$ cat src/rtl/trig_sched_pkg.sv
// Shared types and constants for the attitude trig scheduler: FSM states,
// angle index encoding and fixed-point constants.
package trig_sched_pkg;

  typedef enum logic [2:0] {
    IDLE,
    ISSUE,
    WAIT,
    CAPTURE,
    DONE
  } state_t;

  localparam int ANGLE_MOD = 360;
  localparam int ONE_Q16   = 1 << 16;

  typedef logic [1:0] angle_idx_t;

  localparam angle_idx_t IDX_PITCH = 2'd0;
  localparam angle_idx_t IDX_ROLL  = 2'd1;
  localparam angle_idx_t IDX_YAW   = 2'd2;

  // States in which a pass is in flight and new requests must be parked.
  function automatic logic is_busy_state(input state_t s);
    return (s == ISSUE) || (s == WAIT) || (s == CAPTURE);
  endfunction

endpackage

$ cat src/rtl/trig_scheduler_wrap.sv
// Single-step modulo-360 reduction for integrator angles; inputs never exceed
// 511, so one conditional subtraction is enough.
module angle_wrap_360
  import trig_sched_pkg::*;
#(
  parameter int ANGLE_W = 9
) (
  input  logic [ANGLE_W-1:0] angle_raw,
  output logic [ANGLE_W-1:0] angle_wrapped
);

  localparam logic [ANGLE_W-1:0] MOD = ANGLE_W'(ANGLE_MOD);

  logic [ANGLE_W-1:0] diff;

  assign diff          = angle_raw - MOD;
  assign angle_wrapped = (angle_raw >= MOD) ? diff : angle_raw;

endmodule

$ cat src/rtl/trig_scheduler.sv
// Shares one sin/cos unit across pitch, roll and yaw: issues each angle in
// turn, waits out the unit latency and captures the six results.
module trig_scheduler
  import trig_sched_pkg::*;
#(
  parameter int TRIG_LATENCY = 2,
  parameter int ANGLE_W      = 9,
  parameter int AMP_W        = 32
) (
  input  logic               clk_100mhz,
  input  logic               rst_in,
  input  logic               angle_valid,
  input  logic [ANGLE_W-1:0] pitch,
  input  logic [ANGLE_W-1:0] roll,
  input  logic [ANGLE_W-1:0] yaw,
  output logic               trig_start,
  output logic [ANGLE_W-1:0] trig_value,
  input  logic [AMP_W-1:0]   trig_sin_in,
  input  logic [AMP_W-1:0]   trig_cos_in,
  output logic [AMP_W-1:0]   pitch_sin,
  output logic [AMP_W-1:0]   pitch_cos,
  output logic [AMP_W-1:0]   roll_sin,
  output logic [AMP_W-1:0]   roll_cos,
  output logic [AMP_W-1:0]   yaw_sin,
  output logic [AMP_W-1:0]   yaw_cos,
  output logic               results_valid,
  output logic               busy,
  output logic               overrun
);

  localparam int WAIT_LAST = (TRIG_LATENCY > 1) ? TRIG_LATENCY - 2 : 0;
  localparam int CNT_W     = (TRIG_LATENCY > 2) ? $clog2(TRIG_LATENCY) : 1;

  state_t                     state_q, state_d;
  angle_idx_t                 idx_q;
  logic [CNT_W-1:0]           wait_cnt_q;
  logic [2:0][ANGLE_W-1:0]    in_wrapped;
  logic [2:0][ANGLE_W-1:0]    work_q;
  logic [2:0][ANGLE_W-1:0]    pend_q;
  logic                       pend_full_q;
  logic [ANGLE_W-1:0]         last_value_q;
  logic [2:0][AMP_W-1:0]      sin_q;
  logic [2:0][AMP_W-1:0]      cos_q;
  logic                       accept_slot;

  angle_wrap_360 #(.ANGLE_W(ANGLE_W)) u_wrap_pitch (
    .angle_raw     (pitch),
    .angle_wrapped (in_wrapped[IDX_PITCH])
  );

  angle_wrap_360 #(.ANGLE_W(ANGLE_W)) u_wrap_roll (
    .angle_raw     (roll),
    .angle_wrapped (in_wrapped[IDX_ROLL])
  );

  angle_wrap_360 #(.ANGLE_W(ANGLE_W)) u_wrap_yaw (
    .angle_raw     (yaw),
    .angle_wrapped (in_wrapped[IDX_YAW])
  );

  // IDLE and DONE are the only points where a new working set may be loaded.
  assign accept_slot = (state_q == IDLE) || (state_q == DONE);

  // NOTE: clocked state uses non-blocking assignments so every register samples pre-edge values.
  always_ff @(posedge clk_100mhz) begin
    if (rst_in) begin
      state_q <= IDLE;
    end else begin
      state_q <= state_d;
    end
  end

  // NOTE: state_d gets a default before the case so no path infers a latch.
  always_comb begin
    state_d = state_q;
    case (state_q)
      IDLE: begin
        if (angle_valid || pend_full_q) state_d = ISSUE;
      end
      ISSUE: begin
        state_d = (TRIG_LATENCY > 1) ? WAIT : CAPTURE;
      end
      WAIT: begin
        if (wait_cnt_q == CNT_W'(WAIT_LAST)) state_d = CAPTURE;
      end
      CAPTURE: begin
        state_d = (idx_q == IDX_YAW) ? DONE : ISSUE;
      end
      DONE: begin
        state_d = (angle_valid || pend_full_q) ? ISSUE : IDLE;
      end
      default: state_d = IDLE;
    endcase
  end

  always_comb begin
    trig_start    = (state_q == ISSUE);
    trig_value    = (state_q == ISSUE) ? work_q[idx_q] : last_value_q;
    results_valid = (state_q == DONE);
    busy          = is_busy_state(state_q);
    overrun       = angle_valid && pend_full_q;
  end

  // NOTE: angle holding registers carry no reset; state_q and pend_full_q decide whether they mean anything.
  always_ff @(posedge clk_100mhz) begin
    if (accept_slot) begin
      if (angle_valid) begin
        work_q <= in_wrapped;
      end else if (pend_full_q) begin
        work_q <= pend_q;
      end
    end else if (angle_valid) begin
      pend_q <= in_wrapped;
    end
  end

  always_ff @(posedge clk_100mhz) begin
    if (rst_in) begin
      idx_q        <= IDX_PITCH;
      wait_cnt_q   <= '0;
      pend_full_q  <= 1'b0;
      last_value_q <= '0;
      sin_q        <= '0;
      cos_q        <= '0;
    end else begin
      // A request seen at IDLE/DONE goes straight to the working set.
      if (accept_slot) begin
        if (angle_valid || pend_full_q) pend_full_q <= 1'b0;
      end else if (angle_valid) begin
        pend_full_q <= 1'b1;
      end

      case (state_q)
        ISSUE: begin
          wait_cnt_q   <= '0;
          last_value_q <= work_q[idx_q];
        end
        WAIT: begin
          wait_cnt_q <= wait_cnt_q + 1'b1;
        end
        CAPTURE: begin
          sin_q[idx_q] <= trig_sin_in;
          cos_q[idx_q] <= trig_cos_in;
          idx_q        <= (idx_q == IDX_YAW) ? IDX_PITCH : idx_q + 2'd1;
        end
        default: ;
      endcase
    end
  end

  assign pitch_sin = sin_q[IDX_PITCH];
  assign pitch_cos = cos_q[IDX_PITCH];
  assign roll_sin  = sin_q[IDX_ROLL];
  assign roll_cos  = cos_q[IDX_ROLL];
  assign yaw_sin   = sin_q[IDX_YAW];
  assign yaw_cos   = cos_q[IDX_YAW];

endmodule

$ cat config.mk
export PLATFORM = sky130hd
export DESIGN_NAME = trig_scheduler
export DESIGN_NICKNAME = d
export VERILOG_FILES = /design/src/rtl/trig_sched_pkg.sv /design/src/rtl/trig_scheduler_wrap.sv /design/src/rtl/trig_scheduler.sv
export SDC_FILE = /design/constraint.sdc
export NUM_CORES = 1
export LEC_CHECK = 0
export BUFFER_PORTS_ARGS = -buffer_cell sky130_fd_sc_hd__buf_2
export CORE_ASPECT_RATIO = 1.4
export CORE_MARGIN = 2
export CORE_UTILIZATION = 44
export CTS_CLUSTER_DIAMETER = 100
export DETAILED_ROUTE_END_ITERATION = 8
export HOLD_SLACK_MARGIN = 0.03
export PLACE_DENSITY_LB_ADDON = 0.3
export SLEW_MARGIN = 5
export SYNTH_ARGS = -nofsm -noshare
export SYNTH_HDL_FRONTEND = slang
export SYNTH_HIERARCHICAL = 1
export SYNTH_SLANG_ARGS = --single-unit
export TNS_END_PERCENT = 5
$ cat constraint.sdc
create_clock -name clk_100mhz -period 6 [get_ports clk_100mhz]
set_input_delay 0.3 -clock clk_100mhz [delete_from_list [all_inputs] [get_ports clk_100mhz]]
set_output_delay 0.3 -clock clk_100mhz [all_outputs]
set_load 0.005 [all_outputs]
### Word level (Yosys, flattened, before mapping)

Index checks and enable logic that the tools add are counted.

| storage, ports and cells | value |
|---|---|
| memory bits (writable) | 0 |
| bits of input ports | 94 |
| logic and storage cells | 72 |
| register bits | 262 |
| latch bits | 0 |
| output and inout bits | 205 |
| memories kept | 0 |
| ROM bits | 0 |

| operators by class | value |
|---|---|
| bitwise logic cells | 1 |
| shifts and indexed selects | 0 |
| $lt $le $gt $ge | 5 |
| add/subtract/negate cells | 5 |
| equal/unequal tests | 8 |
| multiplexer cells | 22 |
| $mul | 0 |
| reductions and logical operators | 14 |
| divide/modulo/power cells | 0 |

Operators with widths:

| cell | number |
|---|---|
| 96-bit bitwise mux | 2 |
| 32-bit demux with 2-bit select | 1 |
| 27-bit 2-to-1 mux | 2 |
| 9-bit 2-to-1 mux | 5 |
| 32-bit 2-to-1 mux | 1 |
| 9-bit greater-or-equal comparator, second input constant | 3 |
| 9-bit subtractor, second input constant | 3 |
| 9-bit binary-select mux with 2-bit select | 1 |
| 3-bit one-hot mux with 5 select lines | 1 |
| 3-bit 2-to-1 mux | 3 |
| 2-bit AND reduction | 4 |
| 3-bit by 2-bit equality test with 1-bit output, second input constant | 2 |
| 2-bit nonzero test | 3 |
| 1-bit logical OR | 4 |
| 1-bit 2-to-1 mux | 4 |
| 2-bit by 1-bit inequality test with 1-bit output, second input constant | 2 |
| 3-bit by 1-bit equality test with 1-bit output, second input constant | 1 |
| 3-bit equality test, second input constant | 1 |
| 3-bit zero test | 1 |
| 2-bit by 3-bit < comparator with 1-bit output, second input constant | 1 |
| 2-bit by 1-bit adder with 2-bit output, second input constant | 1 |
| 2-bit equality test, second input constant | 1 |
| 2-bit by 1-bit greater-or-equal comparator with 1-bit output, second input constant | 1 |
| 1-bit logical AND | 2 |
| 5 further kinds | 5 |

### Longest topological paths before layout

Gate-level depths: netlist (run 1).

| depth | value |
|---|---|
| word-level depth | 5 |
| depth in mapped cells | 7 |
| mapped depth without buffers | 7 |

### By module

The synthesis (run 1) kept the hierarchy.

By module, submodules not included:

| module | cells each | sequential area each (um^2) | times used | area an instance (um^2) |
|---|---|---|---|---|
| trig_scheduler | 880 | 5785.5 | 1 | 9915.8 |
| angle_wrap_360 | 31 | 0.0 | 3 | 217.7 |

### Worst setup path before layout (run 1)

Ideal clock, no wire load.

| timing path | value |
|---|---|
| path type | input -> register |
| from | in angle_valid |
| to | reg work_q[0] in the netlist's numbering (enable) |
| path slack | 3.006 ns |
| cell stages on the path | 3 |
| arrival time | 2.550 ns |
| library setup time | 0.445 ns |
| data required time | 5.555 ns |
| cells stage by stage | buf_1 > nor2_1 > nor3_1 |

| on the way | value |
|---|---|
| cells in the longest elaborated chain, start to end | 2 |

Ends and longest elaborated chain:

| item | line | source |
|---|---|---|
| start: declaration | trig_scheduler.sv:12 | `input logic angle_valid,` |
| 2-bit nonzero test (no line) | - |  |
| 2-bit AND reduction (no line) | - |  |
| end signal: assignment | trig_scheduler.sv:108 | `work_q <= in_wrapped;` |
| end signal: assignment | trig_scheduler.sv:110 | `work_q <= pend_q;` |
| end: declaration | trig_scheduler.sv:38 | `logic [2:0][ANGLE_W-1:0] work_q;` |

No other way between the ends.
A chain may end at the register's enable or synchronous reset.

### Final worst setup path (run 1)

| timing path | value |
|---|---|
| from | reg idx_q[1] |
| to | reg sin_q (netlist bit roll_sin[2]) |

| on the way | value |
|---|---|
| cells in the longest elaborated chain, start to end | 5 |
| elaborated cells on any way between the ends | 6 |
| classes of those cells | order compare: 2; mux: 3; reduce/logical: 1 |

Ends and longest elaborated chain:

| item | line | source |
|---|---|---|
| start: declaration | trig_scheduler.sv:35 | `angle_idx_t idx_q;` |
| start signal: assignment | trig_scheduler.sv:144 | `idx_q <= (idx_q == IDX_YAW) ? IDX_PITCH : idx_q + 2'd1;` |
| 2-bit by 3-bit < comparator with 1-bit output (implied by the code) or 2-bit by 1-bit greater-or-equal comparator with 1-bit output (tied branches) | trig_scheduler.sv:142 | `sin_q[idx_q] <= trig_sin_in;` |
| 1-bit logical AND (implied by the code) | trig_scheduler.sv:142 |  |
| 32-bit 2-to-1 mux (implied by the code) | trig_scheduler.sv:142 |  |
| 32-bit demux with 2-bit select * | trig_scheduler.sv:142 |  |
| 96-bit bitwise mux * | trig_scheduler.sv:142 |  |
| end signal: indexed assignment | trig_scheduler.sv:142 |  |
| end: declaration | trig_scheduler.sv:42 | `logic [2:0][AMP_W-1:0] sin_q;` |

Every way passes the cells marked *; elsewhere a longest branch is shown, timed or not.

==> key figures, run 1 <==
Power and ir drop
  – Tot Pwr: around 0.0040 W
  – Internal: 0.00305 W
  – Sw Share: 0.239
  – Seq pwr share: 0.496
  – Cell Pwr Density: 307 nW/µm²
  – Leak: 6.53 nW
  – Net Sw Power: roughly 0.00096 W
  – Clock power frac: 0.394
  – Combinational share of power: 0.110
  – Max IR drop VDD: 0.000199 V

Routing
  – DR pass1 iterations: 4
  – Antenna Nets Post-Route: 0
  – Vias: about 7800
  – Initial DRC Count: 282
  – Number of vias per cell: around 5
  – DRC Markers: 0
  – WL/cell: 16.2 µm
  – Final wirelength: 25400 µm

STA
  – Final cycle utilization of the critical path: 0.423
  – Fin. Hold Viols: 0
  – Setup-failing EPs final: 0
  – RSZ-0062 raised after global routing: no
  – Max-slew headroom: 0.390
  – Fin Setup TNS: 0 ns
  – Slew at the pin closest to its max-slew limit: ~0.92 ns
  – Fin. max-slew vios: 0
  – Minimum clock period: roughly 2.5 ns
  – Worst Skew: 0.0242 ns
  – Max Freq: about 0.39 GHz

Final layout
  – Layout area overhead: 23.6%
  – Fin area: ~13000 µm²
  – Nets: about 1300
  – Multi-input logic area: roughly 4400 µm²
  – # fillers: between 2000 and 2500
  – Post-layout util: 0.549
  – Antenna cell count: 0
  – Register area: a little under 6000 µm²
  – Layout cells sized above 1: 0.313

Clock tree
  – TritonCTS clock tree: done
  – Htree depth: 1
  – Max Root-Sink Buffers: 3
  – CTS Buf Count: 25
  – Setup bufs post-CTS: 0
  – Worst skew pair latency: between 0.5 and 0.6 ns
  – Clk sink count: about 260
  – Worst-path clk slew: around 0.07 ns
  – CTS Hold Bufs: 9
  – Post-cts resize count: 0
  – Clk root buf: clkbuf_16

Die
  – Die area: between 20000 and 30000 µm²
  – Die height: 187 µm
  – Initial Util: 0.444
  – Rows: 67
  – IO Count: ~300
  – Core area: 23800 µm²
  – Die Span X: 135 µm

Synthesis
  – Avg Cell Area, Syn: about 11 µm²
  – Register bit total from synthesis: between 200 and 300
  – Post-Syn Instances: 973
  – Top FF cell, synth: dfxtp_1
  – FFs w/ async S/R, synth: 0
  – Distinct cells, synth: 39
  – Net count after synthesis: 1070
  – Post-Syn Area: between 10000 and 15000 µm²
  – YS warnings: 6
  – Post-synthesis sequential area ratio: 0.547
  – EDFF count, synth: 54

Placement
  – Gpl congestion: 0.799
  – Placed Instance Area: 12100 µm²
  – DPL Wire Length: 17400 µm
  – IO Port Bufs: 298

Outcome
  – Status: completed

Global route
  – GRT Util Overall: 0.193
  – Largest net degree at the start of global routing: 148
  – Number of global-route vias before repair: around 7700
  – First-pass GRT wire length: just under 40000 µm
  – Grt ovf: 0
  – Antenna violations before repair: 0

Setup path
  – Worst-path fanout max: 49
  – Required time of the worst setup path: ~6.4 ns
  – Worst Setup End Kind: flop
  – Startpoint Class: flop
  – WS Path Type: flop to flop
  – WP data arrival: 2.96 ns

Flow run
  – Max-cap viol count: 0

Worst hold path
  – Min-delay worst type: primary input to flop
==> synth_stat cells, types with 3 or more instances <==
cell type  count  area [µm²]
buf_1          4        15.0
nand3b_1      12        90.1
buf_2         12        60.1
a21oi_1       11        55.1
o21a_1        10        75.1
o21ai_0       10        50.1
edfxtp_1      54        1620
xnor2_1        4        35.0
buf_6         12         135
o31ai_2        3        37.5
mux2_2        27         304
nor2b_1       11        68.8
a221oi_1       3        26.3
and2_1         3        18.8
o211ai_1       9        67.6
nor3_1         4        20.0
nand2b_2       3        26.3
o211a_1        9        90.1
nand2_1      273        1020
buf_4         10        75.1
ha_1           3        37.5
nor2_1        10        37.5
inv_1          8        30.0
a31oi_1        3        18.8
and3b_1        3        26.3
nor4b_4        3        71.3
dfxtp_1      208        4160
clkbuf_1      35         131
a32o_1         3        30.0
mux2i_1      204        2040
==> area by class of cell <==
class,count,area share
inverter,9,0.00316
clock buffer,40,0.0624
timing repair buffer,317,0.127
tap,310,0.0297
sequential,262,0.443
multi-input combinational,629,0.333
clock inverter,5,0.00211
==> registers in the layout, summed over array words and instances (netlist names), 2 cells and up <==
| name | cells |
|---|---|
| roll_sin | 32 |
| work_q | 27 |
| pend_q | 27 |
| pitch_sin | 32 |
| yaw_cos | 32 |
| idx_q | 2 |
| state_q | 3 |
| yaw_sin | 32 |
| last_value_q | 9 |
| roll_cos | 32 |
| pitch_cos | 32 |
==> per-layer routing <==
layer,part of all wire,track usage,vias up
li1,-,-,3856
met1,0.40,0.222,3652
met2,0.52,0.362,210
met3,0.057,0.0298,48
met4,0.028,0.0613,0
met5,0,0,-
==> path summary, 6_finish.rpt <==
| check | to | depth (start not counted) | start | slack, ns |
|---|---|---|---|---|
| max | roll_sin[2] | 3 | idx_q[1] | 3.46 |
| max reg2reg | roll_sin[2] | 3 | idx_q[1] | 3.46 |
| min | roll_sin[29] | 3 | trig_sin_in[29] | 0.08 |
| min reg2reg | yaw_cos[28] | 2 | yaw_cos[28] | 0.45 |
==> power by group through the flow <==
stage          combinational [W]  sequential, W  clock (W)
2_1_floorplan           0.000286        0.00200          0
3_3_place_gp            0.000436        0.00202          0
3_5_place_dp            0.000442        0.00203          0
4_1_cts                 0.000449        0.00199    0.00163
5_1_grt                 0.000489        0.00200    0.00170
6_report                0.000441        0.00199    0.00158
==> critical path, stage by stage, from the launching register on <==
cell and delay (ns):
dfxtp_1 0.82, or3b_4 0.50, buf_4 0.78, mux2i_1 0.28
==> cells in the final DEF (no fill, tap or decap), drive strengths merged, types with 4 or more instances in the layout <==
| master | instances |
|---|---|
| o21ai | 10 |
| nand3b | 13 |
| clkinv | 4 |
| nor4b | 4 |
| a21oi | 11 |
| inv | 9 |
| dfxtp | 208 |
| nor2 | 10 |
| mux2i | 204 |
| o211a | 9 |
| o211ai | 9 |
| buf | 308 |
| dlygate4sd3 | 9 |
| nor3 | 4 |
| o21a | 10 |
| nand2 | 273 |
| nor2b | 11 |
| mux2 | 27 |
| edfxtp | 54 |
| xnor2 | 4 |
| o31ai | 4 |
| clkbuf | 40 |
==> through the flow <==
stage               setup WS (ns)  instances  hold WS, ns
floorplan                    3.01        973        0.369
global placement             3.50       1518        0.439
detailed placement           3.47       1518        0.444
CTS                          3.41       1572       0.0557
global route                 3.27       1572       0.0770
finish                       3.46       1572       0.0842
==> logic make-up after synthesis <==
group	count (synthesis)	share of synthesized area
compound gates	64	0.0449
xor+xnor	4	0.00331
fa+ha+maj	3	0.00355
buf+inv	82	0.0426
flops	262	0.547
mux	231	0.222
simple gates	327	0.136
(Power assumes the default switching activity.)
==> run 2, diff against run 1 <==
Clock period 6 ns to 2.3 ns, I/O delays scaled along.
==> run 2 against run 1 <==
  * Sequential cell count stayed put
  * Final area is 6.9% higher
  * Total power grew to 2.6 times the previous value
  * Combinational power grew to 3.0 times the previous value
  * Clock skew is 0.014 ns lower
==> key figures, run 2 (synthesized netlist as in run 1, its figures left out) <==
Routing
  – DR pass1 iterations: 5
  – Final wirelength: roughly 27000 µm
  – Vias: between 8000 and 9000
  – WL/cell: about 16 µm
  – Number of vias per cell: between 4 and 5
  – Initial DRC Count: 248
  – Antenna Nets Post-Route: 0
  – DRC Markers: 0

Clock tree
  – TritonCTS clock tree: done
  – Max Root-Sink Buffers: 3
  – CTS Buf Count: 25
  – Htree depth: 1
  – Clk sink count: 262
  – Clk root buf: clkbuf_16
  – Worst skew pair latency: 0.52 ns
  – Worst-path clk slew: about 0.06 ns

Die
  – IO Count: between 200 and 300
  – Die Span X: 135 µm
  – Rows: 67
  – Die height: between 150 and 200 µm
  – Die area: roughly 25000 µm²
  – Core area: 23800 µm²
  – Initial Util: 0.444

Setup path
  – Startpoint Class: flop
  – Worst-path fanout max: 28
  – Required time of the worst setup path: approximately 2.2 ns
  – Worst Setup End Kind: output pin
  – WS Path Type: flop to output pin
  – WP data arrival: ~2.0 ns
  – Slack of the worst reg-to-reg path: about 0.43 ns

Power and ir drop
  – Net Sw Power: approximately 0.0025 W
  – Leak: 6.92 nW
  – Max IR drop VDD: roughly 0.00069 V
  – Sw Share: 0.241
  – Cell Pwr Density: 756 nW/µm²
  – Clock power frac: 0.386
  – Seq pwr share: 0.490
  – Combinational share of power: 0.124
  – Internal: 0.00802 W

STA
  – Final cycle utilization of the critical path: 0.899
  – Slew at the pin closest to its max-slew limit: roughly 0.70 ns
  – Worst Skew: 0.0104 ns
  – Minimum clock period: between 2 and 2.5 ns
  – Max Freq: 0.483 GHz
  – Fin Setup TNS: 0 ns
  – RSZ-0062 raised after global routing: no
  – Fin. max-slew vios: 0
  – Fin. Hold Viols: 0
  – Max-slew headroom: 0.531
  – Setup-failing EPs final: 0

Final layout
  – Post-route insts no fill: between 1500 and 2000
  – Layout cells sized above 1: 0.298
  – Layout area overhead: 32.2%
  – Antenna cell count: 0
  – Most common cell after layout, fill and taps aside: buf_2
  – Nets: approximately 1400
  – Commonest non-fill, non-tap cells in the layout: buf_2 (298), nand2_1 (273), dfxtp_1 (207)
  – # fillers: 2022
  – Fin area: about 14000 µm²

Global route
  – Grt ovf: 0
  – Antenna violations before repair: 0
  – First-pass GRT wire length: approximately 42000 µm
  – GRT Util Overall: 0.206
  – Number of global-route vias before repair: ~8400
  – Largest net degree at the start of global routing: 97

Outcome
  – Status: completed

Placement
  – Gpl congestion: just over 0.8
  – Cell Count Post-Placement: 1531
  – DPL Wire Length: roughly 18000 µm
  – Placed Instance Area: 12300 µm²
  – IO Port Bufs: around 300

Flow run
  – Max-cap viol count: 0

Worst hold path
  – Min-delay worst type: primary input to flop
==> run 2: what timing repair did <==
action / in CTS / in global routing
hold buffers: 86 / 0
gates resized for setup: 0 / 1
endpoints found under the hold margin: 228 / 0
endpoints found under the setup margin: 0 / 9
buffers inserted: 0 / 0
==> run 2: path summary, 6_finish.rpt <==
kind	depth (start not counted)	start	endpoint
worst max-delay path	5	state_q[1]	trig_value[7]
worst max register to register	4	state_q[1]	roll_sin[6]
worst min-delay path	3	roll[8]	pend_q[16]
worst min register to register	2	pitch_sin[2]	pitch_sin[2]
==> run 2: final cells by class <==
class,count,area (µm²),share of cell area
timing repair buffer,407,2590,0.185
multi-input combinational,629,4360,0.312
sequential,262,5790,0.414
tap,310,388,0.0278
inverter,9,41.3,0.00296
clock inverter,11,100,0.00716
clock buffer,34,709,0.0508
==> run 2: stage by stage <==
step | total power (W) | setup slack, ns | util | hold slack (ns)
after floorplan | 0.00597 | 0.0506 | - | 0.184
after global placement | 0.00645 | 0.474 | 0.517 | 0.320
after detailed placement | 0.00648 | 0.431 | 0.517 | 0.321
after CTS | 0.0107 | 0.0784 | 0.587 | 0.0313
after global routing | 0.0110 | 0.100 | 0.587 | 0.0465
final | 0.0106 | 0.232 | 0.587 | 0.0546
==> run 2: power by group through the flow <==
| stage | clock [W] | sequential, W | combinational (W) |
|---|---|---|---|
| after floorplan | 0 | 0.00522 | 0.000748 |
| after global placement | 0 | 0.00526 | 0.00119 |
| after detailed placement | 0 | 0.00527 | 0.00120 |
| after CTS | 0.00418 | 0.00517 | 0.00132 |
| after global routing | 0.00436 | 0.00520 | 0.00144 |
| final | 0.00407 | 0.00517 | 0.00131 |
==> run 2: worst max-delay path, cell delays in order, from the launching register on <==
cell      delay, ns
dfxtp_1        0.44
nor3b_2        0.22
buf_4          0.31
o211ai_1       0.19
o21a_1         0.14
buf_2          0.13
==> run 2: layer usage <==
layer  GRT usage  vias up  wire [µm]
met2       0.383      243      13800
met5           0        -          0
met1       0.228     3928      10400
met4      0.0741        0        950
li1            -     4044          -
met3      0.0434       68       1660
==> run 3, diff against run 2 <==
==> constraint.sdc (replaced) <==
create_clock -name clk_100mhz -period 2.3 [get_ports clk_100mhz]
set_input_delay 0.115 -clock clk_100mhz [delete_from_list [all_inputs] [get_ports clk_100mhz]]
set_output_delay 0.115 -clock clk_100mhz [all_outputs]
set_load 0.01 [all_outputs]
==> run 3 against run 2 <==
  * Die area did not move
  * Global-route usage is essentially flat
  * Sequential power about the same
  * Total power decreased by 1.4%
  * Count of clock-buffer cells in the layout grew 4
  * Largest cell class unchanged
==> key figures, run 3 (synthesized netlist as in run 1, its figures left out) <==
Outcome
  – Status: completed

Power and ir drop
  – Leak: about 7 nW
  – Max IR drop VDD: ~0.00049 V
  – Seq pwr share: 0.498
  – Combinational share of power: 0.130
  – Internal: roughly 0.0078 W
  – Tot Pwr: approximately 0.010 W
  – Clock power frac: 0.371
  – Cell Pwr Density: 748 nW/µm²
  – Net Sw Power: between 0.002 and 0.003 W
  – Sw Share: 0.247

Final layout
  – Layout area overhead: 31.6%
  – Nets: 1428
  – Commonest non-fill, non-tap cells in the layout: buf_2 (298), nand2_1 (273), dfxtp_1 (206)
  – Post-route insts no fill: 1657
  – Antenna cell count: 0
  – # fillers: 2005
  – Fin area: 13900 µm²
  – Most common cell after layout, fill and taps aside: buf_2
  – Layout cells sized above 1: 0.299

Clock tree
  – TritonCTS clock tree: done
  – Clk sink count: 262
  – Htree depth: 1
  – Worst skew pair latency: ~0.52 ns
  – CTS Buf Count: 25
  – Clk root buf: clkbuf_16
  – Setup bufs post-CTS: 0
  – Worst-path clk slew: 0.06 ns
  – Max Root-Sink Buffers: 3

STA
  – Slew at the pin closest to its max-slew limit: between 0.4 and 0.5 ns
  – Fin. max-slew vios: 0
  – Fin. Hold Viols: 0
  – Final cycle utilization of the critical path: 0.913
  – Max Freq: about 0.48 GHz
  – RSZ-0062 raised after global routing: no
  – Max-slew headroom: 0.685
  – Minimum clock period: about 2.1 ns
  – Final WS setup: roughly 0.20 ns
  – Fin Setup TNS: 0 ns
  – Setup-failing EPs final: 0
  – Worst Skew: around 0.011 ns

Setup path
  – Worst Setup End Kind: output pin
  – WS Path Type: flop to output pin
  – Reg2reg end: pitch_sin[20]
  – Worst-path fanout max: 28
  – Startpoint of the worst register-to-register path: state_q[1]
  – Cells along the critical path: nor3b_2 -> buf_4 -> o211ai_1 -> o21a_1 -> buf_2
  – WP data arrival: roughly 2.0 ns
  – Required time of the worst setup path: ~2.2 ns
  – Slack of the worst reg-to-reg path: 0.51 ns
  – Slowest cell on crit path: dfxtp_1
  – Critical Path Max Stage Delay: ~0.44 ns
  – R2R cell count: 4
  – Startpoint Class: flop

Routing
  – Vias: 8202
  – Initial DRC Count: 291
  – Number of vias per cell: roughly 4.9
  – WL/cell: approximately 16 µm
  – DR pass1 iterations: 4
  – DRC Markers: 0
  – Final wirelength: between 20000 and 30000 µm
  – Antenna Nets Post-Route: 0

Placement
  – Placed Instance Area: about 12000 µm²
  – DPL Wire Length: around 18000 µm
  – Cell Count Post-Placement: 1528
  – IO Port Bufs: approximately 300
  – Gpl congestion: 0.849
  – Place WS: 0.502 ns

Die
  – Rows: 67
  – Die area: 25300 µm²
  – Initial Util: 0.444
  – Die Span X: roughly 130 µm
  – Core area: approximately 24000 µm²
  – Die height: 187 µm
  – IO Count: about 300

Worst hold path
  – Min-delay worst type: primary input to flop
  – Hold endpoint: pend_q[12]
  – Min-delay src: roll[8]
  – Hold-critical path depth: 3

Global route
  – First-pass GRT wire length: 42200 µm
  – Largest net degree at the start of global routing: between 60 and 70
  – GRT Util Overall: 0.206
  – Grt ovf: 0
  – Antenna violations before repair: 0
  – Number of global-route vias before repair: a little over 8000

Flow run
  – Max-cap viol count: 0
[run 3: cell types whose count changed in the layout (fill, tap and decap cells not counted), sizes merged]
cell and change:
buf -3, bufinv -2, clkbuf +4, clkinv -4
[run 3: how the worst max path moves through the flow]
stage | end | cells past startpoint | from
after floorplan | pend_q[0] | 3 | state_q[1]
after global placement | pitch_cos[26] | 4 | state_q[1]
after detailed placement | work_q[13] | 7 | roll[4]
after CTS | trig_value[1] | 5 | state_q[0]
after global routing | trig_value[1] | 5 | state_q[0]
final | trig_value[1] | 5 | state_q[1]
[run 3: layout make-up]
cell class / instances / area [µm²] / area share
flip-flops and latches: 262 / 5790 / 0.416
multi-input cells: 629 / 4360 / 0.314
repair buffers: 404 / 2560 / 0.184
clock buffers: 38 / 737 / 0.0530
well taps: 310 / 388 / 0.0279
inverters: 9 / 41.3 / 0.00297
clock inverters: 5 / 26.3 / 0.00189
[run 3: metal layers]
layer,GRT usage,vias to the layer above,part of all wire
met1,0.230,3867,0.39
met3,0.0379,60,0.061
met2,0.383,250,0.51
li1,-,4025,-
met4,0.0765,0,0.034
met5,0,-,0
[run 3: worst max-delay path: cells and delay by family (launching register included)]
| kind | cells | cell delay, ns |
|---|---|---|
| AND/OR/NAND/NOR | 1 | 0.23 |
| AO/OA/AOI/OAI | 2 | 0.33 |
| buffers and inverters | 2 | 0.45 |
| flip-flops | 1 | 0.44 |
[run 3: power groups by stage]
stage,Sequential (W),Clock (W),Combinational (W)
after floorplan,0.00525,0,0.000778
after global placement,0.00528,0,0.00123
after detailed placement,0.00529,0,0.00125
after CTS,0.00519,0.00399,0.00137
after global routing,0.00521,0.00414,0.00149
final,0.00519,0.00386,0.00136
[run 3: timing repair]
action | CTS | global route
hold buffers | 86 | 0
hold endpoints to repair | 228 | 0
setup endpoints to repair | 0 | 9
resized for setup | 0 | 2
[run 3: through the flow]
step | utilization | hold slack, ns
finish | 0.584 | 0.0547
global route | 0.584 | 0.0673
CTS | 0.584 | 0.0416
detailed placement | 0.516 | 0.325
global placement | 0.516 | 0.321
floorplan | - | 0.184
